[src/rtl/uart_rx_param_if.sv]
// uart_rx_param_if
//   Groups the serial input line and the host-side receive outputs of
//   uart_rx_param into one bundle.
//   Signals:
//     iRx        serial line, idle high (driven by the line side)
//     oData      last received word, DATA_BITS wide
//     oValid     one-cycle strobe marking a new word and new error flags
//     oParityErr parity mismatch on the last frame
//     oFrameErr  a stop bit was sampled low on the last frame
//     oBusy      receiver is inside a frame
//   Modports:
//     slave  - the receiver (consumes iRx, drives the outputs)
//     master - the line/host side (drives iRx, consumes the outputs)
interface uart_rx_param_if #(
    parameter int DATA_BITS = 8
);
    logic                 iRx;
    logic [DATA_BITS-1:0] oData;
    logic                 oValid;
    logic                 oParityErr;
    logic                 oFrameErr;
    logic                 oBusy;

    modport slave (
        input  iRx,
        output oData,
        output oValid,
        output oParityErr,
        output oFrameErr,
        output oBusy
    );

    modport master (
        output iRx,
        input  oData,
        input  oValid,
        input  oParityErr,
        input  oFrameErr,
        input  oBusy
    );
endinterface

[src/rtl/uart_rx_param.sv]
// uart_rx_param
//   Parametrised UART receiver. Converts the asynchronous serial line into
//   parallel words using mid-bit sampling, with start-bit glitch rejection,
//   optional even/odd parity, 1 or 2 stop bits, parity/framing error flags
//   and break handling (a frame ending in a low stop bit blocks further
//   reception until the line has been seen high again).
//   Ports:
//     iClk  system clock, rising edge
//     iRst  asynchronous active-high reset
//     bus   uart_rx_param_if.slave: iRx in; oData, oValid, oParityErr,
//           oFrameErr, oBusy out (all outputs registered)
module uart_rx_param #(
    parameter int CLKS_PER_BIT = 434,
    parameter int DATA_BITS    = 8,
    parameter int PARITY_EN    = 1,
    parameter int PARITY_ODD   = 0,
    parameter int STOP_BITS    = 1
) (
    input  logic          iClk,
    input  logic          iRst,
    uart_rx_param_if.slave bus
);

    localparam int CNT_W = $clog2(CLKS_PER_BIT);
    localparam int HALF  = CLKS_PER_BIT / 2;
    localparam int IDX_W = 4;

    localparam logic [CNT_W-1:0] CNT_HALF      = CNT_W'(HALF - 1);
    localparam logic [CNT_W-1:0] CNT_LAST      = CNT_W'(CLKS_PER_BIT - 1);
    localparam logic [IDX_W-1:0] IDX_DATA_LAST = IDX_W'(DATA_BITS - 1);
    localparam logic [IDX_W-1:0] IDX_STOP_LAST = IDX_W'(STOP_BITS - 1);

    typedef enum logic [2:0] {
        S_IDLE,
        S_START,
        S_DATA,
        S_PARITY,
        S_STOP
    } state_t;

    state_t               state;
    logic                 rx_meta;
    logic                 rx_s;
    logic [CNT_W-1:0]     cnt;
    logic [IDX_W-1:0]     bit_idx;
    logic [DATA_BITS-1:0] shift_reg;
    logic                 par_err_pend;
    logic                 frm_err_pend;
    logic                 brk;

    logic [DATA_BITS-1:0] data_q;
    logic                 valid_q;
    logic                 perr_q;
    logic                 ferr_q;
    logic                 busy_q;

    // Parity bit the transmitter should have sent for a given word.
    function automatic logic exp_parity(input logic [DATA_BITS-1:0] d);
        return (^d) ^ (PARITY_ODD != 0);
    endfunction

    // Two-flop synchroniser; resets to the idle-high line level so that
    // reset release never looks like a start edge.
    always_ff @(posedge iClk or posedge iRst) begin
        if (iRst) begin
            rx_meta <= 1'b1;
            rx_s    <= 1'b1;
        end else begin
            rx_meta <= bus.iRx;
            rx_s    <= rx_meta;
        end
    end

    always_ff @(posedge iClk or posedge iRst) begin
        if (iRst) begin
            state        <= S_IDLE;
            cnt          <= '0;
            bit_idx      <= '0;
            shift_reg    <= '0;
            par_err_pend <= 1'b0;
            frm_err_pend <= 1'b0;
            brk          <= 1'b0;
            data_q       <= '0;
            valid_q      <= 1'b0;
            perr_q       <= 1'b0;
            ferr_q       <= 1'b0;
            busy_q       <= 1'b0;
        end else begin
            valid_q <= 1'b0;
            unique case (state)
                S_IDLE: begin
                    cnt <= '0;
                    if (brk) begin
                        // Line still held low after a break: ignore it until it
                        // has gone high, otherwise it would re-trigger forever.
                        if (rx_s) brk <= 1'b0;
                    end else if (!rx_s) begin
                        state  <= S_START;
                        busy_q <= 1'b1;
                    end
                end

                S_START: begin
                    if (cnt == CNT_HALF) begin
                        cnt <= '0;
                        if (!rx_s) begin
                            state        <= S_DATA;
                            bit_idx      <= '0;
                            par_err_pend <= 1'b0;
                            frm_err_pend <= 1'b0;
                        end else begin
                            // Start bit gone by its midpoint: treat as a glitch.
                            state  <= S_IDLE;
                            busy_q <= 1'b0;
                        end
                    end else begin
                        cnt <= cnt + 1'b1;
                    end
                end

                S_DATA: begin
                    if (cnt == CNT_LAST) begin
                        cnt       <= '0;
                        shift_reg <= {rx_s, shift_reg[DATA_BITS-1:1]};
                        if (bit_idx == IDX_DATA_LAST) begin
                            bit_idx <= '0;
                            state   <= (PARITY_EN != 0) ? S_PARITY : S_STOP;
                        end else begin
                            bit_idx <= bit_idx + 1'b1;
                        end
                    end else begin
                        cnt <= cnt + 1'b1;
                    end
                end

                S_PARITY: begin
                    if (cnt == CNT_LAST) begin
                        cnt          <= '0;
                        par_err_pend <= (rx_s != exp_parity(shift_reg));
                        state        <= S_STOP;
                    end else begin
                        cnt <= cnt + 1'b1;
                    end
                end

                S_STOP: begin
                    if (cnt == CNT_LAST) begin
                        cnt <= '0;
                        if (bit_idx == IDX_STOP_LAST) begin
                            // Leave mid-way through the last stop bit so a
                            // start edge right after it is not missed.
                            bit_idx <= '0;
                            state   <= S_IDLE;
                            busy_q  <= 1'b0;
                            valid_q <= 1'b1;
                            data_q  <= shift_reg;
                            perr_q  <= par_err_pend;
                            ferr_q  <= frm_err_pend | !rx_s;
                            brk     <= !rx_s;
                        end else begin
                            frm_err_pend <= frm_err_pend | !rx_s;
                            bit_idx      <= bit_idx + 1'b1;
                        end
                    end else begin
                        cnt <= cnt + 1'b1;
                    end
                end

                default: begin
                    state  <= S_IDLE;
                    busy_q <= 1'b0;
                    cnt    <= '0;
                end
            endcase
        end
    end

    assign bus.oData      = data_q;
    assign bus.oValid     = valid_q;
    assign bus.oParityErr = perr_q;
    assign bus.oFrameErr  = ferr_q;
    assign bus.oBusy      = busy_q;

endmodule

[src/flat_wrapper.sv]
// flat-port wrapper written by rule: the top's interface ports become plain ports
module uart_rx_param_flat 
#(
    parameter int CLKS_PER_BIT = 434,
    parameter int DATA_BITS    = 8,
    parameter int PARITY_EN    = 1,
    parameter int PARITY_ODD   = 0,
    parameter int STOP_BITS    = 1
)
  (iClk, iRst, bus_iRx, bus_oData, bus_oValid, bus_oParityErr, bus_oFrameErr, bus_oBusy);
  uart_rx_param_if #(.DATA_BITS(DATA_BITS)) bus_i ();
  input  logic iClk;
  input  logic iRst;
  input wire logic [$bits(bus_i.iRx)-1:0] bus_iRx;
  output wire logic [$bits(bus_i.oData)-1:0] bus_oData;
  output wire logic [$bits(bus_i.oValid)-1:0] bus_oValid;
  output wire logic [$bits(bus_i.oParityErr)-1:0] bus_oParityErr;
  output wire logic [$bits(bus_i.oFrameErr)-1:0] bus_oFrameErr;
  output wire logic [$bits(bus_i.oBusy)-1:0] bus_oBusy;
  assign bus_i.iRx = bus_iRx;
  assign bus_oData = bus_i.oData;
  assign bus_oValid = bus_i.oValid;
  assign bus_oParityErr = bus_i.oParityErr;
  assign bus_oFrameErr = bus_i.oFrameErr;
  assign bus_oBusy = bus_i.oBusy;
  uart_rx_param #(.CLKS_PER_BIT(CLKS_PER_BIT), .DATA_BITS(DATA_BITS), .PARITY_EN(PARITY_EN), .PARITY_ODD(PARITY_ODD), .STOP_BITS(STOP_BITS)) u_core (.iClk(iClk), .iRst(iRst), .bus(bus_i));
endmodule
[config.mk]
export PLATFORM = sky130hd
export DESIGN_NAME = uart_rx_param_flat
export DESIGN_NICKNAME = d
export VERILOG_FILES = /design/src/rtl/uart_rx_param_if.sv /design/src/rtl/uart_rx_param.sv /design/src/flat_wrapper.sv
export SDC_FILE = /design/constraint.sdc
export NUM_CORES = 1
export LEC_CHECK = 0
export CORE_MARGIN = 1.5
export CORE_UTILIZATION = 40
export DETAILED_ROUTE_END_ITERATION = 7
export PLACE_DENSITY = 0.57
export SETUP_SLACK_MARGIN = 0.3
export SYNTH_ARGS = -nofsm -noshare
export SYNTH_HDL_FRONTEND = slang
export SYNTH_SLANG_ARGS = --single-unit
[constraint.sdc]
create_clock -name iClk -period 5.4 [get_ports iClk]
set_clock_uncertainty 0.05 [all_clocks]
set_input_delay 1.35 -clock iClk [delete_from_list [all_inputs] [get_ports iClk]]
set_output_delay 1.35 -clock iClk [all_outputs]
set_load 0.01 [all_outputs]
---- After elaboration in Yosys (flattened, before gate mapping) ----
Cells that the tools add are included.
operators by class
  equal/unequal tests ..................... 19
  bitwise operators ....................... 2
  $add $sub $neg .......................... 2
  reduce and logical (&&, ||, !) cells .... 18
  muxes and demuxes ....................... 42
operators with widths
  operator                                               number
  two-way mux 3 bit                                      8
  two-way mux 4 bit                                      6
  two-way mux 1 bit                                      18
  two-way mux 9 bit                                      2
  case mux 9 bit (2 select lines)                        1
  case mux 3 bit (5 select lines)                        1
  inequality test 2 x 1 -> 1 bit, second input constant  7
  case mux 4 bit (3 select lines)                        1
  AND reduction 5 bit                                    2
  adder 9 x 1 -> 9 bit, second input constant            1
  equality test 9 x 8 -> 1 bit, second input constant    1
  equality test 9 bit, second input constant             1
  inequality test 2 bit, second input constant           4
  AND reduction 8 bit                                    1
  XOR reduction 8 bit                                    1
  AND reduction 7 bit                                    1
  equality test 3 x 2 -> 1 bit, second input constant    2
  case mux 1 bit (2 select lines)                        3
  AND reduction 3 bit                                    2
  nonzero test 2 bit                                     3
  adder 4 x 1 -> 4 bit, second input constant            1
  equality test 4 x 3 -> 1 bit, second input constant    1
  logical NOT 4 bit                                      1
  case mux 1 bit (4 select lines)                        1
  other kinds (13)                                       13
storage, ports and cells
  logic and storage cells ................. 97
  register bits after elaboration ......... 41
  input bits .............................. 3
  output and inout port bits .............. 12

---- Longest topological paths before layout ----
  depth after elaboration ................. 5
  mapped depth ............................ 9
  depth with buffers taken out ............ 7

---- Worst setup path before layout ----
Ideal clock, no wire load.
  path type ............................... register -> register
  start ................................... register u_core.cnt[1]
  end ..................................... register u_core.data_q[0], in the netlist u_core.bus.oData[0]
  path slack .............................. 3.292 ns
  stages on the path, launching flop included .. 9
  data required time ...................... 5.225 ns
  data arrival time ....................... 1.933 ns
  cell sequence ........................... dfrtp_1 -> inv_1 -> ha_1 -> nand4b_1 -> or2_2 -> clkbuf_1 -> nor3_2 -> buf_4 -> mux2_2
on the way
  cells in the longest elaborated chain, start to end .. 2
ends and longest elaborated chain
  element                        line                  RTL
  from (decl)                    uart_rx_param.sv:44   logic [CNT_W-1:0] cnt;
  from (signal assigned)         uart_rx_param.sv:117  cnt <= cnt + 1'b1;
  from (signal assigned)         uart_rx_param.sv:132  cnt <= cnt + 1'b1;
  from (signal assigned)         uart_rx_param.sv:142  cnt <= cnt + 1'b1;
  equality test 9 bit            uart_rx_param.sv:147  if (cnt == CNT_LAST) begin
  AND reduction 3 bit (no line)  -
  to (signal assigned)           uart_rx_param.sv:156  data_q <= shift_reg;
  to (decl)                      uart_rx_param.sv:51   logic [DATA_BITS-1:0] data_q;
No other way between the ends.
A chain may end at the register's enable or synchronous reset.

---- Final worst setup path ----
  start ................................... register u_core.data_q[4], in the netlist u_core.bus.oData[4]
  end ..................................... output bus_oData[4]
RTL lines
  element    line                RTL
  to (decl)  flat_wrapper.sv:15  output wire logic [$bits(bus_i.oData)-1:0] bus_oData;
No word-level cell between the ends.

==> impl_metrics.env <==
export IMPL_cts_path_max_buffers=2
export IMPL_setup_violations=0
export IMPL_fp_row_count=25
export IMPL_syn_num_nets=182
export IMPL_avgSynthCellArea_sq_um=11.5
export IMPL_regArea_sq_um=1030
export IMPL_cp_cell_sequence="clkdlybuf4s50_1"
export IMPL_yosys_area_top_type="dfrtp_1"
export IMPL_die_area_sq_um=5430
export IMPL_ant_nets=0
export IMPL_critPathTopFamily="buffers and inverters"
export IMPL_cts_tree="done"
export IMPL_worstMarginPinSlew_ns=0.940
export IMPL_hold_class="flip-flop to flip-flop"
export IMPL_layout_nets=201
export IMPL_syn_instance_count=174
export IMPL_ys_types=41
export IMPL_die_h_um=73.7
export IMPL_synthTopCellsByCount="dfrtp_1, nor2_1, mux2_2, xnor2_1, o21ai_0"
export IMPL_async_reset_ff_share_pct=100
export IMPL_vdd_drop_max_mv=0.130
export IMPL_power_density_nw_per_um2=224
export IMPL_synth_ff_type="dfrtp_1"
export IMPL_critPathBufInv=1
export IMPL_drtPass1Iterations=4
export IMPL_cts_num_sinks=41
export IMPL_place_hpwl_um=2490
export IMPL_ctsHoldBuffers=0
export IMPL_synth_seq_cells=41
export IMPL_end_kind="output pin"
export IMPL_drt_total_wl_um=3500
export IMPL_relSlewSlack_pct=37.0
export IMPL_yosysMostFrequentCell="dfrtp_1"
export IMPL_yosys_area_top_type_share_pct=48.8
export IMPL_first_global_vias=1344
export IMPL_drc=0
export IMPL_initial_core_util_pct=41.8
export IMPL_crit_type="flip-flop to output pin"
export IMPL_multi_input_area_sq_um=923
export IMPL_final_util_pct=48.1
export IMPL_synthToLayoutAreaGrowth_pct=15.0
export IMPL_grt_pass1_wl_um=6350
export IMPL_finalPower_mw=0.517
export IMPL_post_drt_wl_per_cell_um=13.4
export IMPL_vias_per_cell=5.02
export IMPL_num_fill_cells=436
export IMPL_cts_root_buffer="clkbuf_8"
export IMPL_grt_max_degree=42
export IMPL_yosys_warnings=0
export IMPL_p_leak_nw=0.979
export IMPL_ctsResizeCount=0
export IMPL_worstSetupStartpointType="flip-flop"
export IMPL_fin_setup_tns_ns=0
export IMPL_period_needed_ns=2.58
export IMPL_fmax_mhz=387
export IMPL_finalMaxSlewViolations=0
export IMPL_clkTransAtPathRegs_ns=0.08
export IMPL_portBuffers=14
export IMPL_drv_cap=0
export IMPL_ys_seq_area_share_pct=51.4
export IMPL_grt_setup_unrepaired="false"
export IMPL_finalHoldViolCount=0
export IMPL_diodes=0
export IMPL_period_share_pct=47.8
export IMPL_insertion_delay_ns=0.29
export IMPL_die_x_um=73.7
export IMPL_grt_use_total_pct=15.2
export IMPL_io_pins=15
export IMPL_htree_levels=2
export IMPL_antenna_found_initial=0
export IMPL_cp_slowest_cell="clkdlybuf4s50_1"
export IMPL_gp_congestion=0.851
export IMPL_cts_setup_buffers=0
export IMPL_grt_ovfl_total=0
export IMPL_worstPathMaxFanout=2
export IMPL_num_vias=1311
export IMPL_drt_initial_drc_count=90
export IMPL_worstPathArrival_ns=1.18
export IMPL_whs_ns=0.318
export IMPL_final_layout_size_suffix_gt1_share_pct=17.5
export IMPL_synth_edff_count=0
export IMPL_cts_buffers=5
export IMPL_largest_reg_flops=9
export IMPL_core_sq_um=4790
export IMPL_synth_area_leaders="dfrtp_1, mux2_2, xnor2_1, nor2_1, ha_1"
export IMPL_syn_area_sq_um=2000
export IMPL_max_stage_delay_ns=0.54
export IMPL_crit_required_ns=4.00
export IMPL_status="complete, no violations"
[cell families (layout without fill, tap and decap cells)]
logic type,Yosys count,after routing,share of synthesized area (%)
AOI/OAI and AO/OA,25,25,9.01
xor gates and xnor gates,15,15,6.57
adders and majority gates,5,5,3.13
buffers and inverters,11,31,2.44
DFF,41,41,51.4
muxes,19,19,10.7
and+or+nand+nor,58,58,16.8
[cells in the final DEF (no fill, tap or decap), drive strengths merged, types with 2 or more instances in the layout]
| cell type | n |
|---|---|
| nand4bb | 2 |
| clkinvlp | 2 |
| o21ai | 11 |
| ha | 5 |
| nor4 | 2 |
| clkdlybuf4s50 | 14 |
| dfrtp | 39 |
| a21oi | 4 |
| nand3 | 4 |
| nand2 | 10 |
| o41ai | 2 |
| xnor2 | 13 |
| mux2 | 19 |
| nor2b | 3 |
| o31ai | 2 |
| nor2 | 18 |
| and2 | 2 |
| clkbuf | 6 |
| nor3b | 4 |
| nor3 | 5 |
| dfstp | 2 |
| inv | 8 |
| xor2 | 2 |
[worst register-to-register path: cells and delay by family, from the launching register on]
kind / cells / cell delay (ns)
buffers and inverters: 1 / 0.08
flip-flops: 1 / 0.40
multiplexers: 1 / 0.42
adder cells (fa/ha/maj): 1 / 0.13
AND/OR/NAND/NOR: 3 / 1.34
[report_power, final]
group / leakage (nW) / switching [mW] / internal, mW / total [mW]
registers: 0.546 / 0.000927 / 0.308 / 0.309
clock network: 0.0374 / 0.106 / 0.0910 / 0.197
logic: 0.395 / 0.00713 / 0.00295 / 0.0101
total: 0.979 / 0.114 / 0.402 / 0.517
[metal layers]
layer	wire, um	track usage, %
met1	1670	20.4
met4	35	3.91
met3	90	3.84
met5	0	0
met2	1700	24.5
[final timing paths]
kind / startpoint / end / slack (ns) / cells after the start
max in group asynchronous: iRst / u_core.rx_meta / 3.50 / 3
worst max register to register: u_core.cnt[1] / u_core.bus.oData[0] / 2.86 / 6
min in group asynchronous: iRst / u_core.bit_idx[1] / 1.44 / 3
worst max-delay path: u_core.bus.oData[4] / bus_oData[4] / 2.82 / 1
worst min-delay path: u_core.rx_meta / u_core.rx_s / 0.32 / 0
worst min register to register: u_core.rx_meta / u_core.rx_s / 0.32 / 0
[metrics by stage]
step           instances  worst slack [ns]  instance area (sq um)
6_report             261              2.82                   2300
5_1_grt              261              2.73                   2300
2_1_floorplan        174              3.06                   2000
3_3_place_gp         253              2.92                   2210
3_5_place_dp         253              2.84                   2210
4_1_cts              261              2.80                   2300
[final cells by class]
type                    count  area share [%]
clock inverters             2           0.653
multi-input cells         122            40.1
inverters                   8            1.31
flip-flops and latches     41            44.7
clock buffers               6            3.15
repair buffers             15            6.42
well taps                  67            3.64
No activity file was read; power rests on OpenSTA's default activity.
